### src/rtl/tl_boot_rom.sv
`default_nettype none
// ============================================================================
// Module   : tl_boot_rom
// Purpose  : TileLink-UL responder that serves the fixed boot-stub image from
//            a read-only array of 64-bit words. Get requests are answered with
//            AccessAckData, including multi-beat bursts. Writes and illegal
//            requests are answered with denied responses.
// Ports    : clk, rst          - clock, asynchronous active-high reset
//            a_*               - A channel (request) from the bus master
//            d_*               - D channel (response) back to the master
// Revision : 1.0 - initial release
// ============================================================================
module tl_boot_rom #(
  parameter int unsigned       ADDR_W    = 32,
  parameter int unsigned       SIZE_W    = 3,
  parameter int unsigned       SOURCE_W  = 8,
  parameter int unsigned       DEPTH     = 8,
  parameter logic [ADDR_W-1:0] BASE_ADDR = 'h1000,
  parameter int unsigned       MAX_SIZE  = 6
) (
  input  logic                clk,
  input  logic                rst,
  // A channel
  input  logic                a_valid,
  output logic                a_ready,
  input  logic [2:0]          a_opcode,
  input  logic [SIZE_W-1:0]   a_size,
  input  logic [SOURCE_W-1:0] a_source,
  input  logic [ADDR_W-1:0]   a_address,
  // D channel
  output logic                d_valid,
  input  logic                d_ready,
  output logic [2:0]          d_opcode,
  output logic [2:0]          d_param,
  output logic [SIZE_W-1:0]   d_size,
  output logic [SOURCE_W-1:0] d_source,
  output logic                d_denied,
  output logic                d_corrupt,
  output logic [63:0]         d_data
);

  localparam int unsigned IDX_W = (DEPTH > 1) ? $clog2(DEPTH) : 1;
  // Wide enough to hold the beat count of the largest encodable a_size.
  localparam int unsigned CNT_W = 1 << SIZE_W;

  localparam logic [2:0] C_OP_PUT_FULL        = 3'd0;
  localparam logic [2:0] C_OP_PUT_PARTIAL     = 3'd1;
  localparam logic [2:0] C_OP_GET             = 3'd4;
  localparam logic [2:0] C_OP_ACCESS_ACK      = 3'd0;
  localparam logic [2:0] C_OP_ACCESS_ACK_DATA = 3'd1;

  localparam logic [ADDR_W-1:0] C_WINDOW_BYTES = ADDR_W'(DEPTH * 8);

  localparam logic [0:0] S_IDLE = 1'b0;
  localparam logic [0:0] S_RESP = 1'b1;

  // Boot-stub image; words beyond the image read as zero.
  function automatic logic [63:0] rom_word(input int unsigned idx);
    case (idx)
      0:       rom_word = 64'h000015b7f1402573;
      1:       rom_word = 64'hb303638d1005859b;
      2:       rom_word = 64'h029b00638e33ff83;
      3:       rom_word = 64'h931601f292930010;
      4:       rom_word = 64'h000e338313611e61;
      5:       rom_word = 64'hfe62cae300733023;
      6:       rom_word = 64'h0000000000008282;
      default: rom_word = 64'h0000000000000000;
    endcase
  endfunction

  // --------------------------------------------------------------------------
  // State
  // --------------------------------------------------------------------------
  logic [0:0]          state_q,     state_d;
  logic [CNT_W-1:0]    beat_q,      beat_d;
  logic [CNT_W-1:0]    last_q,      last_d;      // index of final beat
  logic [IDX_W-1:0]    idx0_q,      idx0_d;
  logic                d_valid_q,   d_valid_d;
  logic [2:0]          d_opcode_q,  d_opcode_d;
  logic [SIZE_W-1:0]   d_size_q,    d_size_d;
  logic [SOURCE_W-1:0] d_source_q,  d_source_d;
  logic                d_denied_q,  d_denied_d;
  logic                d_corrupt_q, d_corrupt_d;
  logic [63:0]         d_data_q,    d_data_d;

  // --------------------------------------------------------------------------
  // Request decode
  // --------------------------------------------------------------------------
  logic [ADDR_W-1:0] w_offset;
  logic              w_in_window;
  logic              w_misaligned;
  logic              w_too_big;
  logic              w_is_get;
  logic              w_is_put;
  logic              w_overrun;
  logic              w_denied;
  logic [IDX_W-1:0]  w_idx0;
  logic [CNT_W-1:0]  w_last;
  logic [2:0]        w_resp_op;

  always_comb begin
    // An address below the base wraps to a huge offset, so one unsigned
    // compare covers both ends of the window.
    w_offset     = a_address - BASE_ADDR;
    w_in_window  = w_offset < C_WINDOW_BYTES;
    w_misaligned = (a_address & ((ADDR_W'(1) << a_size) - ADDR_W'(1))) != '0;
    w_too_big    = 32'(a_size) > MAX_SIZE;
    w_is_get     = a_opcode == C_OP_GET;
    w_is_put     = (a_opcode == C_OP_PUT_FULL) || (a_opcode == C_OP_PUT_PARTIAL);
    w_idx0       = w_offset[IDX_W+2:3];

    // Only Gets larger than one word are bursts; everything else is one beat.
    if (w_is_get && (a_size > SIZE_W'(3))) begin
      w_last = (CNT_W'(1) << (a_size - SIZE_W'(3))) - CNT_W'(1);
    end else begin
      w_last = '0;
    end

    // A burst running past the last word is denied rather than wrapped.
    w_overrun = (32'(w_idx0) + 32'(w_last)) >= DEPTH;
    w_denied  = !w_in_window || w_misaligned || w_too_big || w_overrun || !w_is_get;
    w_resp_op = w_is_put ? C_OP_ACCESS_ACK : C_OP_ACCESS_ACK_DATA;
  end

  logic             w_a_fire;
  logic             w_d_fire;
  logic             w_last_beat;
  logic [IDX_W-1:0] w_next_idx;

  assign w_a_fire    = a_valid && a_ready;
  assign w_d_fire    = d_valid_q && d_ready;
  assign w_last_beat = beat_q == last_q;
  assign w_next_idx  = idx0_q + IDX_W'(beat_q + CNT_W'(1));

  // --------------------------------------------------------------------------
  // State register
  // --------------------------------------------------------------------------
  always_ff @(posedge clk or posedge rst) begin
    if (rst) begin
      state_q     <= S_IDLE;
      beat_q      <= '0;
      last_q      <= '0;
      idx0_q      <= '0;
      d_valid_q   <= 1'b0;
      d_opcode_q  <= '0;
      d_size_q    <= '0;
      d_source_q  <= '0;
      d_denied_q  <= 1'b0;
      d_corrupt_q <= 1'b0;
      d_data_q    <= '0;
    end else begin
      state_q     <= state_d;
      beat_q      <= beat_d;
      last_q      <= last_d;
      idx0_q      <= idx0_d;
      d_valid_q   <= d_valid_d;
      d_opcode_q  <= d_opcode_d;
      d_size_q    <= d_size_d;
      d_source_q  <= d_source_d;
      d_denied_q  <= d_denied_d;
      d_corrupt_q <= d_corrupt_d;
      d_data_q    <= d_data_d;
    end
  end

  // --------------------------------------------------------------------------
  // Next state
  // --------------------------------------------------------------------------
  always_comb begin
    state_d = state_q;
    case (state_q)
      S_IDLE:  if (w_a_fire) state_d = S_RESP;
      S_RESP:  if (w_d_fire && w_last_beat) state_d = S_IDLE;
      default: state_d = S_IDLE;
    endcase
  end

  // --------------------------------------------------------------------------
  // Response datapath
  // --------------------------------------------------------------------------
  always_comb begin
    beat_d      = beat_q;
    last_d      = last_q;
    idx0_d      = idx0_q;
    d_valid_d   = d_valid_q;
    d_opcode_d  = d_opcode_q;
    d_size_d    = d_size_q;
    d_source_d  = d_source_q;
    d_denied_d  = d_denied_q;
    d_corrupt_d = d_corrupt_q;
    d_data_d    = d_data_q;

    if (w_a_fire) begin
      // The grant/deny decision is taken once here and held for every beat.
      beat_d      = '0;
      last_d      = w_last;
      idx0_d      = w_idx0;
      d_valid_d   = 1'b1;
      d_opcode_d  = w_resp_op;
      d_size_d    = a_size;
      d_source_d  = a_source;
      d_denied_d  = w_denied;
      d_corrupt_d = w_denied && (w_resp_op == C_OP_ACCESS_ACK_DATA);
      d_data_d    = w_denied ? 64'h0 : rom_word(32'(w_idx0));
    end else if (w_d_fire) begin
      if (w_last_beat) begin
        beat_d    = '0;
        d_valid_d = 1'b0;
      end else begin
        // Next word is loaded on the same edge so beats run back-to-back.
        beat_d   = beat_q + CNT_W'(1);
        d_data_d = d_denied_q ? 64'h0 : rom_word(32'(w_next_idx));
      end
    end
  end

  // --------------------------------------------------------------------------
  // Outputs
  // --------------------------------------------------------------------------
  always_comb begin
    a_ready   = (state_q == S_IDLE) && !rst;
    d_valid   = d_valid_q;
    d_opcode  = d_opcode_q;
    d_param   = 3'd0;
    d_size    = d_size_q;
    d_source  = d_source_q;
    d_denied  = d_denied_q;
    d_corrupt = d_corrupt_q;
    d_data    = d_data_q;
  end

endmodule
`default_nettype wire

### config.mk
export PLATFORM = sky130hd
export DESIGN_NAME = tl_boot_rom
export DESIGN_NICKNAME = d
export VERILOG_FILES = /design/src/rtl/tl_boot_rom.sv
export SDC_FILE = /design/constraint.sdc
export NUM_CORES = 1
export LEC_CHECK = 0
export BUFFER_PORTS_ARGS = -buffer_cell sky130_fd_sc_hd__buf_2
export CELL_PAD_IN_SITES_DETAIL_PLACEMENT = 0
export CELL_PAD_IN_SITES_GLOBAL_PLACEMENT = 1
export CORE_ASPECT_RATIO = 1.4
export CORE_UTILIZATION = 42
export CTS_CLUSTER_SIZE = 8
export DETAILED_ROUTE_END_ITERATION = 8
export PLACE_DENSITY_LB_ADDON = 0.1
export SLEW_MARGIN = 5
export SYNTH_ARGS = -nofsm -noshare
export SYNTH_HDL_FRONTEND = slang
export SYNTH_SLANG_ARGS = --single-unit
### constraint.sdc
create_clock -name clk -period 5.4 [get_ports clk]
set_input_delay 1.08 -clock clk [delete_from_list [all_inputs] [get_ports clk]]
set_output_delay 1.08 -clock clk [all_outputs]
set_load 0.1 [all_outputs]
==> metrics, run 1 <==
CTS Root Cell=clkbuf_16; CTS tree=done; simple-gate share of the synthesized area=0.237; Worst EP arrival=~5200 ps; Clock transition at path regs=60 ps; fraction of registers with async set/reset=1.00; flop and latch count out of synthesis=71; pwr/cell area=626 nW/um^2; share of layout cells above drive strength 1=0.250; final period utilization=0.932; worst skew pair latency=340 ps; setup slack, reg-to-reg=roughly 2200 ps; unrepaired setup endpoints after global routing=false; Slew @ Worst Pin=between 1000 and 1500 ps; Max Fclk=199 MHz; Placement Setup Slack=between 80 and 90 ps; Total Routing Usage GR=0.244; Detailed Route Iter0 Violations=between 200 and 250; post-synthesis mux area share=0.00611; Num CTS Buffers=9; GPL Wtd Cong=a little over 0.9; DRC viols=0; post-synthesis compound-gate area fraction=0.218; Hold Path Class=flip-flop to flip-flop; Yosys top cell by area=dfrtp_1; synthesized instance count=slightly above 600; first-pass GRT wire length=roughly 23 mm; synthesized area per cell=between 8 and 9 um^2; Slew Viols, Final=0; critical path type=input port to flip-flop; Core ar.=~11000 um^2; Die Width=just over 90 um; Max H-tree Level=3; post-CTS sizing=0; router iterations before antenna repair=5; Pleak=between 2 and 3 nW; # rows=46; DP Wirelength=between 10 and 15 mm; number of routed nets with antenna violations=0; Total Wirelength=around 14 mm; Synth top area share=0.362; Post-Synth Adder-Cell Area=0.0362; Die Y=130 um; Synth Flop Type=dfrtp_1; total grt overflow=0; top-count cell post-synth=nand2_1; initial core utilization=0.433; largest family of logic cells by synthesized area=simple AND/OR/NAND/NOR gates; setup ws final=365 ps; CTS Sinks=71; crit path time final=5040 ps; TNS Setup=0 ps; Avg WL per Cell=17.2 um; top post-synthesis cells by area=dfrtp_1 36%, nand2_1 6.8%, o21ai_0 5.9%; postcts setup bufs=0; Ant. Diodes=0; Yosys Warn Count=0; vias post-DR=between 4k and 5k; initial antenna violation count=0; Startpoint Class=input port; Maximum Capacitance Violations=0; status=completed; largest net degree at the start of global routing=56; clk buf depth=2; Buffers on Ports=between 100 and 150; Worst Path Required=5610 ps; max_slew headroom=0.311; Final #Nets=about 750; list of most frequent post-synthesis cells=89 x nand2_1, 71 x dfrtp_1, 58 x o21ai_0, 53 x a21oi_1, 45 x nor2_1; Die ar.=approximately 12000 um^2; # fillers=between 1k and 1.5k; Unique masters post-synth=59; vias in the first global route=4555; Synth Cell Area=4910 um^2; hold buffers post-CTS=0; Fin. Hold Viols=0; crit-path max FO=34; final setup fails=0; Syn-to-layout area delta=15.3%; Max VDD drop=0.351 mV; EDFF count, synth=0; I/O Pins=between 100 and 150; sequential area share after synthesis=0.362; clock skew=7.87 ps; CP Capture Type=flip-flop; via-per-instance ratio=5.58; xor/xnor share of the synthesized area=0.0357
## per-layer routing
metal  track usage  share of wire  up-vias
li1              -              -     2261
met1         0.283           0.40     2247
met2         0.453           0.54      138
met3        0.0326          0.038       25
met4        0.0959          0.025        0
met5             0              0        -
## critical path, cell delays in order
cell and delay (ps):
buf_2 140, inv_1 180, ha_1 280, or3_1 380
ha_1 270, or3_1 440, inv_1 80, ha_1 120
a21o_1 120, nand3_1 70, or4_1 400, a22oi_1 200
nand4_1 190, or4_1 560, buf_4 270, o41ai_2 430
## final timing paths
kind | cells past startpoint | endpoint | start
setup / recovery | 16 | d_data[51]$_DFFE_PP0P_ | a_size[2]
hold / removal | 2 | d_source[1]$_DFFE_PP0P_ | d_source[1]$_DFFE_PP0P_
setup reg to reg | 8 | d_data[4]$_DFFE_PP0P_ | beat_q[0]$_DFFE_PP0P_
hold reg to reg | 2 | d_source[1]$_DFFE_PP0P_ | d_source[1]$_DFFE_PP0P_
max in group asynchronous | 3 | d_data[22]$_DFFE_PP0P_ | rst
min in group asynchronous | 2 | d_data[49]$_DFFE_PP0P_ | rst
## per-stage QoR
stage	instances	total power [W]	area (um^2)	util	hold slack, ps
floorplan	617	0.00269	4940	-	450
global placement	821	0.00300	5400	0.477	455
detailed placement	821	0.00302	5400	0.477	459
CTS	837	0.00356	5660	0.499	472
global route	837	0.00373	5660	0.499	479
finish	837	0.00354	5660	0.499	470
## state kept, by name (all words and copies together), names as in the netlist
| register | count |
|---|---|
| beat_q | 8 |
| d_corrupt | 1 |
| d_data | 36 |
| d_denied | 1 |
| d_opcode | 1 |
| d_size | 3 |
| d_source | 8 |
| d_valid | 1 |
| idx0_q | 3 |
| last_q | 8 |
| state_q | 1 |
## logic make-up after synthesis
family | count (synthesis)
and+or+nand+nor | 241
DFF | 71
muxes | 3
adders and majority gates | 13
buffers and inverters | 96
AOI/OAI and AO/OA | 166
xor gates and xnor gates | 20
other | 1
## cell type report
cell class,count,area [um^2],share of cell area
timing repair buffer,137,711,0.125
inverter,19,71.3,0.0126
clock inverter,4,22.5,0.00398
multi-input combinational,450,2670,0.471
tap,144,180,0.0318
clock buffer,12,236,0.0418
sequential,71,1780,0.314
## cells in the final DEF (no fill, tap or decap), drive strengths merged, types with 3 or more instances in the layout
| master | Yosys | final |
|---|---|---|
| o31ai | 15 | 15 |
| mux2i | 3 | 3 |
| xnor2 | 7 | 7 |
| inv | 18 | 18 |
| nor2 | 45 | 45 |
| dfrtp | 71 | 71 |
| clkinv | 1 | 4 |
| or3 | 7 | 7 |
| a21o | 3 | 3 |
| and2 | 7 | 7 |
| nand3 | 20 | 20 |
| nor3b | 3 | 3 |
| and3 | 11 | 11 |
| nand4 | 3 | 3 |
| clkbuf | 34 | 12 |
| o21ai | 58 | 58 |
| a211oi | 8 | 8 |
| nor3 | 13 | 13 |
| or3b | 5 | 5 |
| a2111oi | 6 | 6 |
| nor4 | 9 | 9 |
| nand2b | 10 | 10 |
| conb | 1 | 7 |
| a21oi | 53 | 53 |
| buf | 43 | 137 |
| nor2b | 8 | 8 |
| nand2 | 89 | 89 |
| or4 | 6 | 6 |
| o41ai | 4 | 4 |
| ha | 11 | 11 |
| xor2 | 13 | 13 |
## power breakdown
group,internal [W],switching [W]
Clock,0.000309,0.000231
Combinational,0.000401,0.00186
Sequential,0.000657,0.0000886
Note: power is estimated with default switching activity, not from simulation.
==> inputs of run 2 (changes only) <==
--- a/config.mk
+++ b/config.mk
@@ -9,7 +9,7 @@
 export CELL_PAD_IN_SITES_DETAIL_PLACEMENT = 0
 export CELL_PAD_IN_SITES_GLOBAL_PLACEMENT = 1
 export CORE_ASPECT_RATIO = 1.4
-export CORE_UTILIZATION = 42
+export CORE_UTILIZATION = 40
 export CTS_CLUSTER_SIZE = 8
 export DETAILED_ROUTE_END_ITERATION = 8
 export PLACE_DENSITY_LB_ADDON = 0.1
==> run 2 against run 1 <==
Against the previous run:
- count of clock-buffer cells in the layout shrank 3
- register-to-register slack gained 260 ps
- maximum frequency grew 4.5%
- via count shrank 1.4%
- largest cell class unchanged
- routed wire length shrank 0.35%
- sequential share of layout area shrank 0.49 points
- critical path depth is the same
- worst hold slack lost 2.6 ps
- clock skew grew 1.5 ps
==> metrics, run 2 (synthesis gave the netlist of run 1 again) <==
Pleak=between 2 and 3 nW; router iterations before antenna repair=4; unrepaired setup endpoints after global routing=false; Placement Setup Slack=around 220 ps; CP Capture Type=flip-flop; most frequent cells in the layout=127 x buf_2, 89 x nand2_1, 71 x dfrtp_1, 57 x o21ai_0, 53 x a21oi_1; total power draw=between 0.003 and 0.004 W; initial antenna violation count=0; Max H-tree Level=3; hold buffers post-CTS=0; CTS tree=done; Worst Path Required=~5600 ps; Clock transition at path regs=approximately 60 ps; Placed Area=around 5400 um^2; I/O Pins=135; Slowest-stage cell, CP=or4_1; Num CTS Buffers=9; cell mode on critical path=ha_1; final setup fails=0; # rows=47; Hold Path Class=flip-flop to flip-flop; critical path cell sequence=buf_2 -> inv_1 -> ha_1 -> or3_1 -> ha_1 -> or3_1 -> inv_1 -> ha_1 -> a21o_1 -> nand3_1 -> or4_1 -> a22oi_1 -> nand4_1 -> or4_1 -> buf_4 -> o41ai_2; post-CTS sizing=0; Buffers on Ports=about 130; vias post-DR=~4.6k; largest net degree at the start of global routing=72; clock skew=about 9.4 ps; Startpoint Class=input port; Die Y=133 um; GRT Max-Usage Layer=met2; Core Util, Final=0.484; Worst EP arrival=just over 5000 ps; CTS Root Cell=clkbuf_16; pwr/cell area=between 600 and 700 nW/um^2; initial core utilization=0.414; Max Fclk=between 200 and 250 MHz; Max VDD drop=between 0.3 and 0.4 mV; final period utilization=0.892; postcts setup bufs=0; Fin. Hold Viols=0; critical path type=input port to flip-flop; Final #Nets=about 750; max_slew headroom=0.362; TNS Setup=0 ps; Largest register FFs=36; Total Wirelength=~14 mm; commonest non-fill, non-tap cell in the layout=buf_2; Ant. Diodes=0; CTS Sinks=slightly above 70; # fillers=about 1.2k; first-pass GRT wire length=about 23 mm; design area=about 5800 um^2; status=completed; met3 usage=0.0337; vias in the first global route=between 4k and 5k; Syn-to-layout area delta=17.1%; met1 Use GR=0.284; Core ar.=about 12000 um^2; Total Routing Usage GR=0.233; Die Width=around 96 um; setup ws final=581 ps; Slew Viols, Final=0; Maximum Capacitance Violations=0; Avg WL per Cell=17.1 um; worst skew pair latency=around 340 ps; CP peak stage delay=~520 ps; crit path time final=4820 ps; Die ar.=between 10000 and 15000 um^2; DRC viols=0; Slew @ Worst Pin=~960 ps; clk buf depth=2; number of routed nets with antenna violations=0; total grt overflow=0; crit-path max FO=35; share of layout cells above drive strength 1=0.257; met2 usage=0.405; via-per-instance ratio=5.46; Detailed Route Iter0 Violations=approximately 180; GPL Wtd Cong=slightly above 0.9; DP Wirelength=between 10 and 15 mm
[run 2: area by class of cell]
| cell class | count | area [um^2] | share of cell area |
|---|---|---|---|
| Sequential cell | 71 | 1780 | 0.309 |
| Clock buffer | 9 | 225 | 0.0391 |
| Multi-Input combinational cell | 450 | 2670 | 0.463 |
| Tap cell | 147 | 184 | 0.0320 |
| Inverter | 19 | 71.3 | 0.0124 |
| Clock inverter | 7 | 97.6 | 0.0170 |
| Timing Repair Buffer | 140 | 733 | 0.127 |
[run 2: where the power goes]
group / switching [W] / internal [W]
Clock: 0.000243 / 0.000405
Combinational: 0.00188 / 0.000425
Sequential: 0.0000870 / 0.000656
Total: 0.00221 / 0.00149
[run 2: layer usage]
layer  up-vias  routed length (um)
li1       2263                   -
met1      2175                5930
met2       136                7520
met3        30                 490
met4         0                 436
met5         -                   0
[run 2: per-stage QoR]
stage,cells,hold WS (ps)
floorplan,617,450
global placement,827,453
detailed placement,827,457
CTS,843,473
global route,843,488
finish,843,468
[run 2: worst max-delay path, delay by kind of cell]
| family | cells | cell delay (ps) |
|---|---|---|
| and+or+nand+nor | 6 | 1990 |
| buffers and inverters | 4 | 650 |
| adders and majority gates | 3 | 660 |
| AOI/OAI and AO/OA | 3 | 660 |
[run 2: path summary, 6_finish.rpt]
check | startpoint | endpoint | cells past startpoint | slack [ps]
worst max-delay path | a_size[2] | d_data[51]$_DFFE_PP0P_ | 16 | 580
worst min-delay path | d_source[7]$_DFFE_PP0P_ | d_source[7]$_DFFE_PP0P_ | 2 | 470
worst max register to register | beat_q[0]$_DFFE_PP0P_ | d_data[38]$_DFFE_PP0P_ | 8 | 2490
worst min register to register | d_source[7]$_DFFE_PP0P_ | d_source[7]$_DFFE_PP0P_ | 2 | 470
max in group asynchronous | rst | d_corrupt$_DFFE_PP0P_ | 3 | 3730
min in group asynchronous | rst | last_q[5]$_DFFE_PP0P_ | 3 | 1010
